[src/rtl/sprite_palette_mixer_if.sv]
// sprite_palette_mixer_if: pixel stream, sprite setup, sprite ROM port, palette write and VGA/status signals of the mixer
interface sprite_palette_mixer_if #(
    parameter int NUM_SPRITES = 4,
    parameter int COORD_W = 10,
    parameter int IDX_W = 4,
    parameter int ADDR_W = 8
);
    logic pix_valid_in;
    logic [COORD_W-1:0] DrawX;
    logic [COORD_W-1:0] DrawY;
    logic [NUM_SPRITES-1:0] spr_en;
    logic [NUM_SPRITES*COORD_W-1:0] spr_x;
    logic [NUM_SPRITES*COORD_W-1:0] spr_y;
    logic [NUM_SPRITES*ADDR_W-1:0] rom_addr;
    logic [NUM_SPRITES*IDX_W-1:0] rom_data;
    logic pal_we;
    logic [IDX_W-1:0] pal_waddr;
    logic [23:0] pal_wdata;
    logic coll_clr;
    logic pix_valid_out;
    logic [7:0] VGA_R;
    logic [7:0] VGA_G;
    logic [7:0] VGA_B;
    logic [NUM_SPRITES-1:0] hit_mask;
    logic collision;
    modport master (
        output pix_valid_in, DrawX, DrawY, spr_en, spr_x, spr_y, rom_data, pal_we, pal_waddr, pal_wdata, coll_clr,
        input rom_addr, pix_valid_out, VGA_R, VGA_G, VGA_B, hit_mask, collision
    );
    modport slave (
        input pix_valid_in, DrawX, DrawY, spr_en, spr_x, spr_y, rom_data, pal_we, pal_waddr, pal_wdata, coll_clr,
        output rom_addr, pix_valid_out, VGA_R, VGA_G, VGA_B, hit_mask, collision
    );
endinterface

[src/rtl/sprite_palette_mixer.sv]
// sprite_palette_mixer: 3-stage sprite compositor (Clk, Reset_n; bus carries DrawX/Y in, sprite boxes, ROM addr/data, palette writes, VGA out, hit_mask, collision)
module sprite_palette_mixer #(
    parameter int NUM_SPRITES = 4,
    parameter int SPR_W = 16,
    parameter int SPR_H = 16,
    parameter int IDX_W = 4,
    parameter int COORD_W = 10,
    parameter logic [IDX_W-1:0] TRANSPARENT_IDX = '0,
    parameter logic [23:0] BG_RGB = 24'h5C94FC,
    parameter int ADDR_W = $clog2(SPR_W * SPR_H)
) (
    input logic Clk,
    input logic Reset_n,
    sprite_palette_mixer_if.slave bus
);
    logic [NUM_SPRITES-1:0] box_d;
    logic [NUM_SPRITES-1:0] box1;
    logic [NUM_SPRITES-1:0] box2;
    logic [NUM_SPRITES-1:0] opaque;
    logic [NUM_SPRITES*ADDR_W-1:0] addr_d;
    logic v1;
    logic v2;
    logic [23:0] rgb;
    logic [23:0] pal [2**IDX_W];
    // compares run one bit wider so a box hanging off the right/bottom edge never wraps to 0
    always_comb begin
        box_d = '0;
        addr_d = '0;
        for (int i = 0; i < NUM_SPRITES; i++) begin
            box_d[i] = bus.spr_en[i]
                && {1'b0, bus.DrawX} >= {1'b0, bus.spr_x[i*COORD_W +: COORD_W]}
                && {1'b0, bus.DrawX} < {1'b0, bus.spr_x[i*COORD_W +: COORD_W]} + (COORD_W+1)'(SPR_W)
                && {1'b0, bus.DrawY} >= {1'b0, bus.spr_y[i*COORD_W +: COORD_W]}
                && {1'b0, bus.DrawY} < {1'b0, bus.spr_y[i*COORD_W +: COORD_W]} + (COORD_W+1)'(SPR_H);
            addr_d[i*ADDR_W +: ADDR_W] = box_d[i] ? ADDR_W'((bus.DrawY - bus.spr_y[i*COORD_W +: COORD_W]) * COORD_W'(SPR_W)
                + (bus.DrawX - bus.spr_x[i*COORD_W +: COORD_W])) : '0;
        end
    end
    // rom_data is the ROMs' own registered output, aligned with box2/v2
    always_comb begin
        opaque = '0;
        for (int i = 0; i < NUM_SPRITES; i++)
            opaque[i] = box2[i] && bus.rom_data[i*IDX_W +: IDX_W] != TRANSPARENT_IDX;
    end
    // walk from lowest priority up so sprite 0 overwrites last
    always_comb begin
        rgb = BG_RGB;
        for (int i = NUM_SPRITES - 1; i >= 0; i--)
            rgb = opaque[i] ? pal[bus.rom_data[i*IDX_W +: IDX_W]] : rgb;
    end
    always_ff @(posedge Clk or negedge Reset_n) begin
        if (!Reset_n) begin
            v1 <= 1'b0;
            v2 <= 1'b0;
            box1 <= '0;
            box2 <= '0;
            bus.rom_addr <= '0;
            bus.pix_valid_out <= 1'b0;
            {bus.VGA_R, bus.VGA_G, bus.VGA_B} <= 24'h0;
            bus.hit_mask <= '0;
            bus.collision <= 1'b0;
        end else begin
            v1 <= bus.pix_valid_in;
            box1 <= box_d;
            bus.rom_addr <= addr_d;
            v2 <= v1;
            box2 <= box1;
            bus.pix_valid_out <= v2;
            {bus.VGA_R, bus.VGA_G, bus.VGA_B} <= v2 ? rgb : 24'h0;
            bus.hit_mask <= v2 ? opaque : '0;
            bus.collision <= (v2 && $countones(opaque) >= 2) || (bus.collision && !bus.coll_clr);
        end
    end
    // lookups read the pre-edge contents, so a same-cycle write shows up one pixel later
    always_ff @(posedge Clk or negedge Reset_n) begin
        if (!Reset_n)
            for (int i = 0; i < 2**IDX_W; i++) pal[i] <= 24'h0;
        else if (bus.pal_we)
            pal[bus.pal_waddr] <= bus.pal_wdata;
    end
endmodule

[src/flat_wrapper.sv]
// flat-port wrapper written by rule: the top's interface ports become plain ports
module sprite_palette_mixer_flat 
#(
    parameter int NUM_SPRITES = 4,
    parameter int SPR_W = 16,
    parameter int SPR_H = 16,
    parameter int IDX_W = 4,
    parameter int COORD_W = 10,
    parameter logic [IDX_W-1:0] TRANSPARENT_IDX = '0,
    parameter logic [23:0] BG_RGB = 24'h5C94FC,
    parameter int ADDR_W = $clog2(SPR_W * SPR_H)
)
  (Clk, Reset_n, bus_pix_valid_in, bus_DrawX, bus_DrawY, bus_spr_en, bus_spr_x, bus_spr_y, bus_rom_data, bus_pal_we, bus_pal_waddr, bus_pal_wdata, bus_coll_clr, bus_rom_addr, bus_pix_valid_out, bus_VGA_R, bus_VGA_G, bus_VGA_B, bus_hit_mask, bus_collision);
  sprite_palette_mixer_if #(.NUM_SPRITES(NUM_SPRITES), .COORD_W(COORD_W), .IDX_W(IDX_W), .ADDR_W(ADDR_W)) bus_i ();
  input logic Clk;
  input logic Reset_n;
  input wire logic [$bits(bus_i.pix_valid_in)-1:0] bus_pix_valid_in;
  input wire logic [$bits(bus_i.DrawX)-1:0] bus_DrawX;
  input wire logic [$bits(bus_i.DrawY)-1:0] bus_DrawY;
  input wire logic [$bits(bus_i.spr_en)-1:0] bus_spr_en;
  input wire logic [$bits(bus_i.spr_x)-1:0] bus_spr_x;
  input wire logic [$bits(bus_i.spr_y)-1:0] bus_spr_y;
  input wire logic [$bits(bus_i.rom_data)-1:0] bus_rom_data;
  input wire logic [$bits(bus_i.pal_we)-1:0] bus_pal_we;
  input wire logic [$bits(bus_i.pal_waddr)-1:0] bus_pal_waddr;
  input wire logic [$bits(bus_i.pal_wdata)-1:0] bus_pal_wdata;
  input wire logic [$bits(bus_i.coll_clr)-1:0] bus_coll_clr;
  output wire logic [$bits(bus_i.rom_addr)-1:0] bus_rom_addr;
  output wire logic [$bits(bus_i.pix_valid_out)-1:0] bus_pix_valid_out;
  output wire logic [$bits(bus_i.VGA_R)-1:0] bus_VGA_R;
  output wire logic [$bits(bus_i.VGA_G)-1:0] bus_VGA_G;
  output wire logic [$bits(bus_i.VGA_B)-1:0] bus_VGA_B;
  output wire logic [$bits(bus_i.hit_mask)-1:0] bus_hit_mask;
  output wire logic [$bits(bus_i.collision)-1:0] bus_collision;
  assign bus_i.pix_valid_in = bus_pix_valid_in;
  assign bus_i.DrawX = bus_DrawX;
  assign bus_i.DrawY = bus_DrawY;
  assign bus_i.spr_en = bus_spr_en;
  assign bus_i.spr_x = bus_spr_x;
  assign bus_i.spr_y = bus_spr_y;
  assign bus_i.rom_data = bus_rom_data;
  assign bus_i.pal_we = bus_pal_we;
  assign bus_i.pal_waddr = bus_pal_waddr;
  assign bus_i.pal_wdata = bus_pal_wdata;
  assign bus_i.coll_clr = bus_coll_clr;
  assign bus_rom_addr = bus_i.rom_addr;
  assign bus_pix_valid_out = bus_i.pix_valid_out;
  assign bus_VGA_R = bus_i.VGA_R;
  assign bus_VGA_G = bus_i.VGA_G;
  assign bus_VGA_B = bus_i.VGA_B;
  assign bus_hit_mask = bus_i.hit_mask;
  assign bus_collision = bus_i.collision;
  sprite_palette_mixer #(.NUM_SPRITES(NUM_SPRITES), .SPR_W(SPR_W), .SPR_H(SPR_H), .IDX_W(IDX_W), .COORD_W(COORD_W), .TRANSPARENT_IDX(TRANSPARENT_IDX), .BG_RGB(BG_RGB), .ADDR_W(ADDR_W)) u_core (.Clk(Clk), .Reset_n(Reset_n), .bus(bus_i));
endmodule
[config.mk]
export PLATFORM = sky130hd
export DESIGN_NAME = sprite_palette_mixer_flat
export DESIGN_NICKNAME = d
export VERILOG_FILES = /design/src/rtl/sprite_palette_mixer_if.sv /design/src/rtl/sprite_palette_mixer.sv /design/src/flat_wrapper.sv
export SDC_FILE = /design/constraint.sdc
export NUM_CORES = 1
export LEC_CHECK = 0
export ABC_CLOCK_PERIOD_IN_PS = 3600
export CAP_MARGIN = 40
export CORE_UTILIZATION = 30
export CTS_CLUSTER_DIAMETER = 200
export DETAILED_ROUTE_END_ITERATION = 12
export GPL_TIMING_DRIVEN = 0
export PLACE_DENSITY = 0.57
export SKIP_CTS_REPAIR_TIMING = 1
export SYNTH_ARGS = -nofsm -noshare
export SYNTH_HDL_FRONTEND = slang
export SYNTH_SLANG_ARGS = --single-unit
[constraint.sdc]
create_clock -name Clk -period 3.6 [get_ports Clk]
set_clock_uncertainty 0.2 [all_clocks]
set_input_delay 1.08 -clock Clk [delete_from_list [all_inputs] [get_ports Clk]]
set_output_delay 1.08 -clock Clk [all_outputs]
set_load 0.02 [all_outputs]
# Yosys cells after proc, flatten, opt, wreduce, memory -nomap -nowiden
# Index checks and enable logic that the tools add are counted.
[op_classes]
addsub = 23
magnitude_cmp = 23
mux = 25
bitwise = 5
n_reduce_logical = 29
[ops]
columns = ["op", "count"]
rows = [
  ["$bmux W24 S4", 4],
  ["$bwmux W384", 1],
  ["$mux W24", 14],
  ["$demux W24 S4", 1],
  ["$add A10 B5 Y11 const B", 8],
  ["$lt A10 B11 Y1", 8],
  ["$ge A10 B10 Y1", 8],
  ["$add A32 B32 Y32", 1],
  ["$add A8 B8 Y8", 4],
  ["$ge A32 B3 Y1 const B", 1],
  ["$mux W8", 4],
  ["$sub A8 B8 Y8", 4],
  ["$ge A5 B5 Y1 const B", 5],
  ["$not A4 Y5", 5],
  ["$logic_and A1 B1 Y1", 23],
  ["$reduce_bool A4 Y1", 4],
  ["$sub A4 B4 Y4", 4],
  ["$lt A5 B1 Y1 const B", 1],
  ["$add A1 B1 Y2", 2],
  ["$mux W4", 1],
  ["$logic_not A1 Y1", 1],
  ["$logic_or A1 B1 Y1", 1],
]
[totals]
register_bits = 456
inputBits = 153
output_inout_bits = 62
wordCells = 132

# Depth between registers and ports, before layout
[logic_depth]
ltp_word = 9
ltp_mapped = 11
ltp_nobuf = 11

# Worst setup path after synthesis
# Ideal clock, no wire load.
[synth_path]
path_kind = "input-to-reg"
startpoint = "input port bus_DrawY[0]"
endpoint = "register u_core.bus.rom_addr[15]"
setup_time_ns = 0.130
arrival_ns = 3.057
required_time_ns = 3.270
setup_slack_ns = 0.213
cell_stages = 11
n_path_buf = 0
path_cell_list = "inv_1 > ha_1 > inv_1 > fa_1 > fa_1 > ha_1 > inv_1 > o21bai_1 > a21oi_1 > xnor2_1 > nor2_1"
[synth_between]
elab_chain_cells = 4
elab_cells_between_ends = 7
classes_between = "2 x add/sub; 2 x order compare; 1 x mux; 2 x reduce/logical"
[synth_rtl]
columns = ["item", "line", "text"]
rows = [
  ["start, declared", "flat_wrapper.sv:19", "input wire logic [$bits(bus_i.DrawY)-1:0] bus_DrawY;"],
  ["parallel branches: the longest is 3 deep, another holds $add A8 B8 Y8", "--", ""],
  ["$mux W8 (*)", "sprite_palette_mixer.sv:35", "addr_d[i*ADDR_W +: ADDR_W] = box_d[i] ? ADDR_W'((bus.DrawY - bus.spr_y[i*COORD_W +: COORD_W]) * COORD_W'(SPR_W ..."],
  ["via u_core.addr_d[15]", "sprite_palette_mixer.sv:20", "logic [NUM_SPRITES*ADDR_W-1:0] addr_d;"],
  ["end signal, assigned", "sprite_palette_mixer.sv:65", "bus.rom_addr <= addr_d;"],
  ["end, declared", "sprite_palette_mixer_if.sv:32", "output rom_addr, pix_valid_out, VGA_R, VGA_G, VGA_B, hit_mask, collision"],
]
# Mark *: on every way through the listed nets, which the timed path passes.
# A chain may end at the register's enable or synchronous reset.

# Worst setup path in the final report
[layout_path]
startpoint = "input port bus_rom_data[5]"
endpoint = "register u_core.bus.VGA_G[0]"
[layout_between]
elab_chain_cells = 7
elab_cells_between_ends = 9
classes_between = "6 x mux; 1 x bitwise; 2 x reduce/logical"
[layout_rtl]
columns = ["item", "line", "text"]
rows = [
  ["start, declared", "flat_wrapper.sv:23", "input wire logic [$bits(bus_i.rom_data)-1:0] bus_rom_data;"],
  ["$not A4 Y5 (implied by the code)", "sprite_palette_mixer.sv:49", "rgb = opaque[i] ? pal[bus.rom_data[i*IDX_W +: IDX_W]] : rgb;"],
  ["$bmux W24 S4", "sprite_palette_mixer.sv:49", ""],
  ["$mux W24 (implied by the code) (2 in a row)", "sprite_palette_mixer.sv:49", ""],
  ["$mux W24 (*) (2 in a row)", "sprite_palette_mixer.sv:49", ""],
  ["$mux W24 (*)", "sprite_palette_mixer.sv:69", "{bus.VGA_R, bus.VGA_G, bus.VGA_B} <= v2 ? rgb : 24'h0;"],
  ["end signal, assigned", "sprite_palette_mixer.sv:69", ""],
  ["end, declared", "sprite_palette_mixer_if.sv:32", ""],
]
# Mark *: on every way between the ends. The rest lies on a longest branch, timed or not. The select of a mux whose other input is x is not followed.

==> impl_results.md <==
- RD Place Congestion: 0.9241
- DIE AREA: 0.1151 mm2
- Slew margin rel.: 30.52%
- Vias in the first global route: 26,140
- Syn nets: 2,825
- CTS Buf Count: 55
- Worst VDD drop: 0.0003964 V
- Drt initial violations: 3,155
- Grt ovf: 0
- Synth Area in XOR/XNOR: 1.848%
- Setup ws final: -0.04657 ns
- Period utilization: 101.3%
- Critical path cell sequence: clkdlybuf4s50_1, buf_2, buf_1, buf_6, mux4_2, mux4_2, a32oi_1, nand2_1
- Max Cap Viol: 0
- Final Setup Violations: 5
- Post-synth cell types: 62
- Root buf cell: clkbuf_16
- DRC viols: 0
- Failing checks: negative setup slack
- Top sig layer: met5
- Delay-heaviest family, CP: buffers and inverters
- Syn Area/Cell: 13.78 um2
- Reg clk slew, reported paths: 0.06 ns
- Yosys reg bits: 456
- Core ar.: 0.1127 mm2
- Worst-Margin Slew: 1.042 ns
- Worst Setup End Kind: flip-flop
- Vias per inst: 5.915
- Worst Hold Class: flip-flop to flip-flop
- WL met3: 13,710 um
- DR WL met2: 59,470 um
- Endpoints failing hold: 0
- First drt pass iteration count: 5
- Main combinational cell family by area after synthesis: multiplexers
- Routed wire per std cell: 29.73 um
- Hold path startpoint: u_core.box1[0]$_DFF_PN0_
- DP HPWL: 97,150 um
- CP max stage cell: clkdlybuf4s50_1
- Chip Width: 339.3 um
- Synthesized instance count: 2,477
- Standard-cell rows: 123
- H-tree Lvls: 2
- Num ports: 215
- M1 WL: 48,660 um
- Post-DRT Antenna Nets: 0
- Most frequent cells in the layout: dfrtp_1 (456), mux4_2 (427), mux2_2 (385)
- I/O Buffers: 205
- Final Critical Period: 3.647 ns
- Post-synthesis async set-or-reset flop share: 100.0%
- Clk sinks: 456
- Lkg Pwr: 16.91 nW
- Synth Area in Compound Gates: 5.866%
- Die height: 339.3 um
- Post-synthesis mux area share: 43.23%
- Dpl ws: -1.274 ns
- Initial core utilization: 30.30%
- Number of synthesis warnings: 0
- Worst EP arrival: 3.92 ns
- Post-synth EDFFs: 0
- Post-synthesis adder-cell area fraction: 7.874%
- Power Density: 479.3 mW/mm2
- Post-Synth Simple-Gate Area: 3.545%
- Global-route wire length before repair: 188,300 um
- CP max FO: 10
- Reg-to-reg startpoint: u_core.box2[2]$_DFF_PN0_
- Routed via count: 25,880
- Largest net degree at the start of global routing: 114
- Synth Flop Type: dfrtp_1
- GRT Total Usage: 22.44%
- Total Power: 19.84 mW
- Slew Limit Fails: 0
- Fillers: 10,880
- Area Growth Syn to Fin: 21.31%
- Buf/Inv on CP: 4
- Antenna cells: 0
- Share of cells above drive strength 1: 37.88%
- Setup_tns: -0.1724 ns
- CTS tree: done
- Maximum clock rate: 274.2 MHz
- Status: complete, but fails checks
- Startpoint types: primary input
- Routed wire length: 130,100 um
- Largest stage delay, worst path: 0.58 ns
- Cell repeated most along the worst path: mux4_2
- CTS max path bufs: 3
- Commonest non-fill, non-tap cell in the layout: dfrtp_1
- Setup CP Type: primary input to flip-flop
- Post-synthesis cell area: 0.03413 mm2
- Skew-Pair Late Insertion Delay: 0.65 ns
- Req. time, crit path: 3.87 ns
- Crit. Startpoint: bus_rom_data[5]
- Layout Nets: 3,182
- Initial antenna violation count: 4
- Sequential fraction of the synthesis area: 33.43%
[cells by family after synthesis]
family | Yosys count
adders and majority gates | 195
AOI/OAI and AO/OA | 286
muxes | 892
buffers and inverters | 327
DFF | 456
xor gates and xnor gates | 72
and+or+nand+nor | 249
[state kept, by name, summed over array words and instances (netlist names)]
register                  flops
u_core.box1                   4
u_core.pal                  384
u_core.bus.pix_valid_out      1
u_core.bus.collision          1
u_core.v1                     1
u_core.bus.rom_addr          32
u_core.bus.VGA_R              8
u_core.bus.VGA_G              8
u_core.v2                     1
u_core.box2                   4
u_core.bus.hit_mask           4
u_core.bus.VGA_B              8
[report_power, final]
| part | internal [mW] | leakage, nW | total [mW] | switching (mW) |
|---|---|---|---|---|
| registers | 6.16 | 5.68 | 7.53 | 1.36 |
| logic | 3.69 | 10.2 | 6.04 | 2.35 |
| clock network | 3.84 | 0.988 | 6.28 | 2.44 |
| total | 13.7 | 16.9 | 19.8 | 6.15 |
[cell usage after synthesis, types with 28 or more instances]
library cell / number / area, um2
a211oi_1: 42 / 315.3
a21oi_1: 62 / 310.3
a22oi_1: 33 / 247.7
buf_2: 52 / 260.3
clkbuf_1: 103 / 386.6
dfrtp_1: 456 / 11410
fa_1: 33 / 660.6
ha_1: 162 / 2027
inv_1: 136 / 510.5
mux2_2: 385 / 4335
mux2i_1: 78 / 780.8
mux4_2: 427 / 9617
nand2_1: 57 / 214.0
nand3_1: 47 / 235.2
nor2_1: 65 / 244.0
o21ai_0: 28 / 140.1
xnor2_1: 60 / 525.5
[final timing paths]
path                                            endpoint  slack (ns)  cells after the start
min in group asynchronous    u_core.pal[256]$_DFFE_PN0P_        0.18                      1
max                        u_core.bus.VGA_G[0]$_DFF_PN0_       -0.05                      8
min reg2reg                     u_core.box2[0]$_DFF_PN0_        0.15                      0
max reg2reg                u_core.bus.VGA_G[2]$_DFF_PN0_        0.79                      7
max in group asynchronous    u_core.pal[198]$_DFFE_PN0P_        1.53                      3
min                             u_core.box2[0]$_DFF_PN0_        0.15                      0
[metrics by stage]
step                      utilization [%]  hold WS [ns]  area [um2]  cells
final                               36.75        0.1472       41400   4375
after CTS                           36.66        0.1483       41300   4370
after floorplan                         -        0.1312       34130   2477
after global placement              33.78        0.1349       38060   4182
after detailed placement            34.86        0.1347       39270   4272
after global routing                36.75        0.1552       41400   4375
[worst register-to-register path: cells and delay by family, from the launching register on]
kind / cells / cell delay [ns]
buffers and inverters: 2 / 0.59
AND/OR/NAND/NOR: 2 / 0.72
AO/OA/AOI/OAI: 3 / 0.51
flip-flops: 1 / 0.65
[metal layers]
metal,up-vias,GRT usage [%]
li1,10460,-
met1,13330,28.05
met2,1689,35.15
met3,395,6.239
met4,6,12.20
met5,-,0
[final cells by class]
type                       instances  area (um2)  share of cell area, %
multi-input combinational       1694       21310                  51.47
sequential                       456       11410                  27.56
timing repair buffer             300        3314                  8.005
tap                             1500        1877                  4.533
clock buffer                      68        1548                  3.738
buffer                           190       952.2                  2.300
inverter                         137       516.7                  1.248
clock inverter                    30       475.5                  1.148
Power figures use the tool's default switching activity.
